## config.mk

```make
export PLATFORM = sky130hd
export DESIGN_NAME = irq_ctrl
export DESIGN_NICKNAME = d
export VERILOG_FILES = /design/src/rtl/irq_ctrl.sv
export SDC_FILE = /design/constraint.sdc
export NUM_CORES = 1
export LEC_CHECK = 0
export CAP_MARGIN = 25
export CORE_MARGIN = 5
export CORE_UTILIZATION = 48
export CTS_BUF_LIST = sky130_fd_sc_hd__clkbuf_8
export CTS_CLUSTER_DIAMETER = 30
export DETAILED_ROUTE_END_ITERATION = 6
export PLACE_DENSITY = 0.85
export SYNTH_ARGS = -nofsm -noshare
export SYNTH_HDL_FRONTEND = slang
export SYNTH_SLANG_ARGS = --single-unit
```

## constraint.sdc

```tcl
create_clock -name clk -period 1.95 [get_ports clk]
set_clock_uncertainty 0.2 [all_clocks]
set_input_delay 0.195 -clock clk [delete_from_list [all_inputs] [get_ports clk]]
set_output_delay 0.195 -clock clk [all_outputs]
set_load 0.005 [all_outputs]
```

## src/rtl/irq_ctrl.sv

```systemverilog
// Eight-source interrupt controller: pending latch, mask/GIE, lowest-index priority,
// one-hot irq pulse, resume-address save and return redirect. Optional IRQ_CTRL_EDGE_EN.
module irq_ctrl #(
  parameter int CPU_WIDTH = 16
) (
  input  logic                 clk,
  input  logic                 rst_n,
  input  logic [7:0]           irq_src,
  input  logic [CPU_WIDTH-1:0] resume_pc,
  input  logic                 irq_ret,
  input  logic                 cfg_we,
  input  logic [1:0]           cfg_addr,
  input  logic [7:0]           cfg_wdata,
  output logic [7:0]           cfg_rdata,
  output logic [7:0]           irq,
  output logic                 ret_valid,
  output logic [CPU_WIDTH-1:0] ret_pc,
  output logic [1:0]           dbg_state
);

  // Handshake: irq and ret_valid are single-cycle strobes with no ready;
  // the fetch stage must accept them in the cycle they are high.

  typedef enum logic [1:0] {
    S_IDLE     = 2'd0,
    S_DISPATCH = 2'd1,
    S_SERVICE  = 2'd2,
    S_RETURN   = 2'd3
  } state_t;

  localparam logic [1:0] A_MASK = 2'd0;
  localparam logic [1:0] A_PEND = 2'd1;
  localparam logic [1:0] A_CTRL = 2'd2;
  localparam logic [1:0] A_ISR  = 2'd3;

  state_t               state_q, state_d;
  logic [7:0]           mask_q, mask_d;
  logic                 gie_q, gie_d;
  logic [7:0]           pend_q, pend_d;
  logic [7:0]           isr_q, isr_d;
  logic [CPU_WIDTH-1:0] epc_q, epc_d;
  logic [7:0]           irq_q, irq_d;
  logic                 ret_valid_q, ret_valid_d;

  logic [7:0] set;
  logic [7:0] clr;
  logic [7:0] eligible;
  logic [7:0] winner;
  logic       take;

`ifdef IRQ_CTRL_EDGE_EN
  logic [7:0] src_q;

  always_ff @(posedge clk or negedge rst_n) begin
    if (!rst_n) src_q <= 8'h00;
    else        src_q <= irq_src;
  end

  assign set = irq_src & ~src_q;
`else
  assign set = irq_src;
`endif

  assign eligible = pend_q & mask_q;
  // Two's-complement trick isolates the lowest set bit.
  assign winner   = eligible & (~eligible + 8'd1);
  assign take     = (state_q == S_IDLE) && gie_q && (eligible != 8'h00);

  always_ff @(posedge clk or negedge rst_n) begin
    if (!rst_n) begin
      state_q     <= S_IDLE;
      mask_q      <= 8'h00;
      gie_q       <= 1'b0;
      pend_q      <= 8'h00;
      isr_q       <= 8'h00;
      epc_q       <= '0;
      irq_q       <= 8'h00;
      ret_valid_q <= 1'b0;
    end else begin
      state_q     <= state_d;
      mask_q      <= mask_d;
      gie_q       <= gie_d;
      pend_q      <= pend_d;
      isr_q       <= isr_d;
      epc_q       <= epc_d;
      irq_q       <= irq_d;
      ret_valid_q <= ret_valid_d;
    end
  end

  always_comb begin
    state_d = state_q;
    case (state_q)
      S_IDLE:     if (take) state_d = S_DISPATCH;
      S_DISPATCH: state_d = S_SERVICE;
      S_SERVICE:  if (irq_ret) state_d = S_RETURN;
      S_RETURN:   state_d = S_IDLE;
      default:    state_d = S_IDLE;
    endcase
  end

  // Strobes are computed one cycle early so they appear registered in DISPATCH/RETURN.
  always_comb begin
    irq_d       = take ? winner : 8'h00;
    ret_valid_d = (state_q == S_SERVICE) && irq_ret;
  end

  always_comb begin
    mask_d = mask_q;
    gie_d  = gie_q;
    isr_d  = isr_q;
    epc_d  = epc_q;
    clr    = 8'h00;
    if (cfg_we) begin
      case (cfg_addr)
        A_MASK:  mask_d = cfg_wdata;
        A_PEND:  clr    = cfg_wdata;
        A_CTRL:  gie_d  = cfg_wdata[0];
        default: ;
      endcase
    end
    // irq_q holds the winner latched on entry, so a late lower-index arrival cannot alter it.
    if (state_q == S_DISPATCH) begin
      clr   = clr | irq_q;
      isr_d = irq_q;
      epc_d = resume_pc;
    end
    if (state_q == S_RETURN) isr_d = 8'h00;
    pend_d = (pend_q & ~clr) | set;
  end

  always_comb begin
    cfg_rdata = 8'h00;
    case (cfg_addr)
      A_MASK:  cfg_rdata = mask_q;
      A_PEND:  cfg_rdata = pend_q;
      A_CTRL:  cfg_rdata = {7'b0, gie_q};
      A_ISR:   cfg_rdata = isr_q;
      default: cfg_rdata = 8'h00;
    endcase
  end

  assign irq       = irq_q;
  assign ret_valid = ret_valid_q;
  assign ret_pc    = epc_q;
  assign dbg_state = state_q;

endmodule
```

Word level (Yosys, flattened, before mapping)
Cells that the tools add are included.
- register bits: 52
- bits of input ports: 38
- word-level logic and storage cells: 44
- $add $sub $neg: 1
- equal/unequal tests: 8
- mux-type cells: 10
- bitwise logic cells: 7
- reduce and logical (&&, ||, !) cells: 10
- operators by type and width (cell ; number):
    $mux 8 ; 6
    $pmux 8 s4 ; 1
    $and 8x8->8 ; 3
    $not 8->8 ; 2
    $or 8x8->8 ; 2
    $add 8x1->8 const B ; 1
    $eq 2x2->1 const B ; 4
    $pmux 2 s4 ; 1
    $reduce_bool 8->1 ; 1
    $reduce_and 2->1 ; 3
    $eq 2x1->1 const B ; 2
    $logic_not 2->1 ; 2
    $mux 2 ; 2
    $ne 2x2->1 const B ; 2
    $logic_and 1x1->1 ; 3
    $reduce_bool 2->1 ; 1

Logic depth before layout (Yosys ltp)
- depth after elaboration: 8
- gate-level depth with buffers: 6
- mapped depth without buffers: 6

Worst setup path after synthesis
OpenSTA, ideal clock, no wires.
- path kind: register -> register
- start point: register state_q[1] (netlist: dbg_state[1])
- end point: register epc_q[5] (netlist: ret_pc[5])
- library setup time: 125 ps
- arrival time: 1293 ps
- slack: 332 ps
- cell stages (with the launch flop): 5
- clock period less this slack: 1618 ps
- cells stage by stage: dfrtp_1 inv_1 ha_1 clkbuf_1 mux2_2
- cells in the longest elaborated chain, start to end: 1
- RTL lines (element ; line ; RTL):
    start: declaration ; 36 ; state_t state_q, state_d;
    start signal: assignment ; 80 ; state_q <= state_d;
    $eq 2x1->1 ; 123 ; if (state_q == S_DISPATCH) begin
    end signal: assignment ; 85 ; epc_q <= epc_d;
    end: declaration ; 41 ; logic [CPU_WIDTH-1:0] epc_q, epc_d;
Every way passes these cells.
A chain may end at the register's enable or synchronous reset.

Final worst setup path
- start point: register isr_q[0]
- end point: output port cfg_rdata[0]
- cells in the longest elaborated chain, start to end: 1
- RTL lines (element ; line ; RTL):
    start: declaration ; 40 ; logic [7:0] isr_q, isr_d;
    start signal: assignment ; 84 ; isr_q <= isr_d;
    $pmux 8 s4 ; 134 ; case (cfg_addr)
    end: declaration ; 14 ; output logic [7:0] cfg_rdata,
Every way passes these cells.

==> impl_metrics.csv <==
group,metric,value,unit
die,io_pins,73,
setup_path,cpPeakStageDelay,0.48,ns
setup_path,r2r_cells,5,
setup_path,r2r_slack,0.19,ns
global_route,antenna_found_initial,0,
cells_and_area,areaGrowthSynthToFinish,43.8,%
timing,clock.fmax,0.539,GHz
setup_path,crit_chain,"mux4_2 -> dlygate4sd2_1",
setup_path,end_kind,"output port",
power,internal-power,0.00263,W
cts,numCtsBuffers,5,
setup_path,cp_slowest_cell,"mux4_2",
yosys,synthCells,192,
die,die_height,79.5,um
yosys,synth_flop_cell,"dfrtp_1",
yosys,synth.avg_cell_area,12.1,um^2
detailed_routing,viasPerCell,5.36,
yosys,synthDistinctLibCells,37,
detailed_routing,drcViolationCount,0,
cells_and_area,multi_input_area,971,um^2
setup_path,crit_type,"flip-flop to output port",
power,seqPwrFrac,40.6,%
place,io_buffers,72,
die,dieArea,6320,um^2
setup_path,worstPathRequired,1.55,ns
timing,fin_hold_ws,0.199,ns
cts,cts-root-buf,"clkbuf_8",
power,powerDensity,1110,nW/um^2
yosys,syn_nets,234,
cts,clk_pin_slew,0.09,ns
die,die_w,79.5,um
global_route,grt_max_degree,53,
timing,finalCriticalPeriod,1.85,ns
cells_and_area,fin_nets,325,
die,rows,25,
power,comb_power_share,39.6,%
yosys,synth_seq_cells,52,
global_route,grt_remaining_overflow,0,
cts,htree_levels,2,
cts,cts_tree,"done",
global_route,grt_pass1_vias,1971,
power,p_clk_share,19.8,%
yosys,async_flop_share,100,%
cts,clock_sinks,52,
cells_and_area,drive_gt1_share,22.9,%
detailed_routing,vias,1811,
timing,hold_viol,0,
cells_and_area,antennaDiodeCount,0,
die,core_area,4690,um^2
cells_and_area,fin_util,71.0,%
setup_path,crit_fanout,2,
cts,clock_latency,0.31,ns
die,initial_core_util,49.4,%
worst_hold_path,hold_path_class,"input pin to asynchronous set/reset pin",
timing,setup_violations,0,
place,hpwl,4.34,mm
place,post_dp_cell_area,3210,um^2
power,vdd_drop_max,0.000750,V
global_route,grt_pass1_wl,9.31,mm
yosys,yosysWarnings,0,
timing,rsz0062_at_grt,"false",
place,gp_congestion,0.814,
setup_path,worst_setup_path_start_kind,"flip-flop",
timing,worst-slew-pin-transition,0.412,ns
detailed_routing,wirelength,5.68,mm
run_status,status,"finished, final reports clean",
detailed_routing,first_pass_iters,4,
setup_path,critPathArrivalTime,1.46,ns
cells_and_area,final_area,3330,um^2
power,p_sw,0.00107,W
cts,max-clock-path-buffers,2,
detailed_routing,ant_nets,0,
detailed_routing,routedWlPerCell,16.8,um
power,switching_share,28.9,%
yosys,synth_area,2320,um^2
flow_run,max_cap_viol_count,0,
yosys,synth_seq_area_share,56.2,%
yosys,synth_edf_count,0,
timing,finalCritPeriodShare,95.1,%
global_route,gr-usage-all-layers,19.2,%
timing,slew_violations,0,
power,leakage,1.42,nW
cells_and_area,fillers,354,
cells_and_area,regArea,1300,um^2
timing,slew_headroom,72.5,%
detailed_routing,drtIter0Drc,106,
[worst paths after layout]
check	start	to
max reg2reg	dbg_state[0]$_DFFE_PN0P_	irq[7]$_DFF_PN0_
min reg2reg	ret_pc[3]$_DFFE_PN0N_	ret_pc[3]$_DFFE_PN0N_
min in group clk	irq_src[3]	pend_q[3]$_DFF_PN0_
max	isr_q[0]$_DFFE_PN0P_	cfg_rdata[0]
max in group asynchronous	rst_n	ret_pc[3]$_DFFE_PN0N_
min	rst_n	ret_pc[15]$_DFFE_PN0N_
[layer usage]
layer | global-route usage, % | vias to the layer above | wire length (um)
li1 | - | 861 | -
met1 | 23.3 | 879 | 2360
met2 | 32.1 | 63 | 2800
met3 | 5.64 | 8 | 440
met4 | 7.73 | 0 | 80
met5 | 0 | - | 0
[state kept, by name, indices dropped and copies added (netlist names)]
| signal | flops |
|---|---|
| irq | 8 |
| pend_q | 8 |
| ret_pc | 16 |
| gie_q | 1 |
| ret_valid | 1 |
| dbg_state | 2 |
| isr_q | 8 |
| mask_q | 8 |
[Yosys cell counts (all sizes together) (2+ instances only)]
| library cell | instances | area (um^2) |
|---|---|---|
| a21oi | 8 | 40.0 |
| a31o | 8 | 70.1 |
| and2 | 2 | 12.5 |
| buf | 5 | 30.0 |
| clkbuf | 2 | 7.51 |
| dfrtp | 52 | 1300 |
| ha | 4 | 50.1 |
| inv | 2 | 7.51 |
| mux2 | 25 | 282 |
| mux2i | 7 | 70.1 |
| nand2 | 33 | 124 |
| nand2b | 9 | 56.3 |
| nand3 | 4 | 20.0 |
| nand3b | 2 | 15.0 |
| nor2 | 4 | 17.5 |
| nor3b | 2 | 31.3 |
| o21ai | 8 | 40.0 |
[placed cells by master (no fill, tap or decap), types with 2 or more instances in the layout]
| master | n |
|---|---|
| buf_12 | 2 |
| and2_1 | 2 |
| nor2_1 | 3 |
| nand3_1 | 4 |
| a31o_2 | 7 |
| inv_1 | 3 |
| mux2i_1 | 7 |
| dfrtp_1 | 52 |
| nand3b_1 | 2 |
| nand2b_1 | 9 |
| a21oi_1 | 8 |
| o21ai_0 | 8 |
| buf_4 | 15 |
| nand2_1 | 33 |
| clkbuf_8 | 5 |
| dlygate4sd2_1 | 9 |
| ha_1 | 4 |
| clkdlybuf4s50_1 | 62 |
| mux2_2 | 25 |
[cell families after synthesis]
kind of cell / count (synthesis) / share of synthesized area (%)
AOI/OAI and AO/OA: 31 / 9.18
adders and majority gates: 4 / 2.16
DFF: 52 / 56.2
and+or+nand+nor: 63 / 14.4
muxes: 33 / 16.1
buffers and inverters: 9 / 1.94
[power by group through the flow]
stage	clock, W	sequential (W)	combinational [W]
final	0.000733	0.00150	0.00146
after global routing	0.000791	0.00154	0.00159
after CTS	0.000749	0.00150	0.00149
after detailed placement	0	0.00153	0.00148
after global placement	0	0.00151	0.00144
after floorplan	0	0.00153	0.000677
[critical path: cells and delay by family, from the launching register on]
| family | cells | cell delay, ns |
|---|---|---|
| buffers and inverters | 1 | 0.28 |
| muxes | 1 | 0.48 |
| DFF | 1 | 0.38 |
[through the flow]
step                      power [W]  setup TNS [ns]  setup slack, ns  instances
after floorplan             0.00220               0            0.332        192
after global placement      0.00295           -1.98           -0.256        327
after detailed placement    0.00301           -2.31           -0.263        327
after CTS                   0.00374               0           0.0777        338
after global routing        0.00392               0           0.0551        338
final                       0.00369               0           0.0964        338
[what timing repair did]
action	CTS	global route
hold buffers	1	0
gates resized for setup	10	0
setup endpoints to repair	8	0
endpoints found under the hold margin	52	0
buffers inserted	2	0
[cell type report]
type | count | area share, %
clock buffers | 5 | 2.06
clock inverters | 3 | 1.16
inverters | 2 | 0.225
multi-input cells | 131 | 29.1
flip-flops and latches | 52 | 39.0
well taps | 54 | 2.03
repair buffers | 91 | 26.4
(Power assumes the default switching activity.)
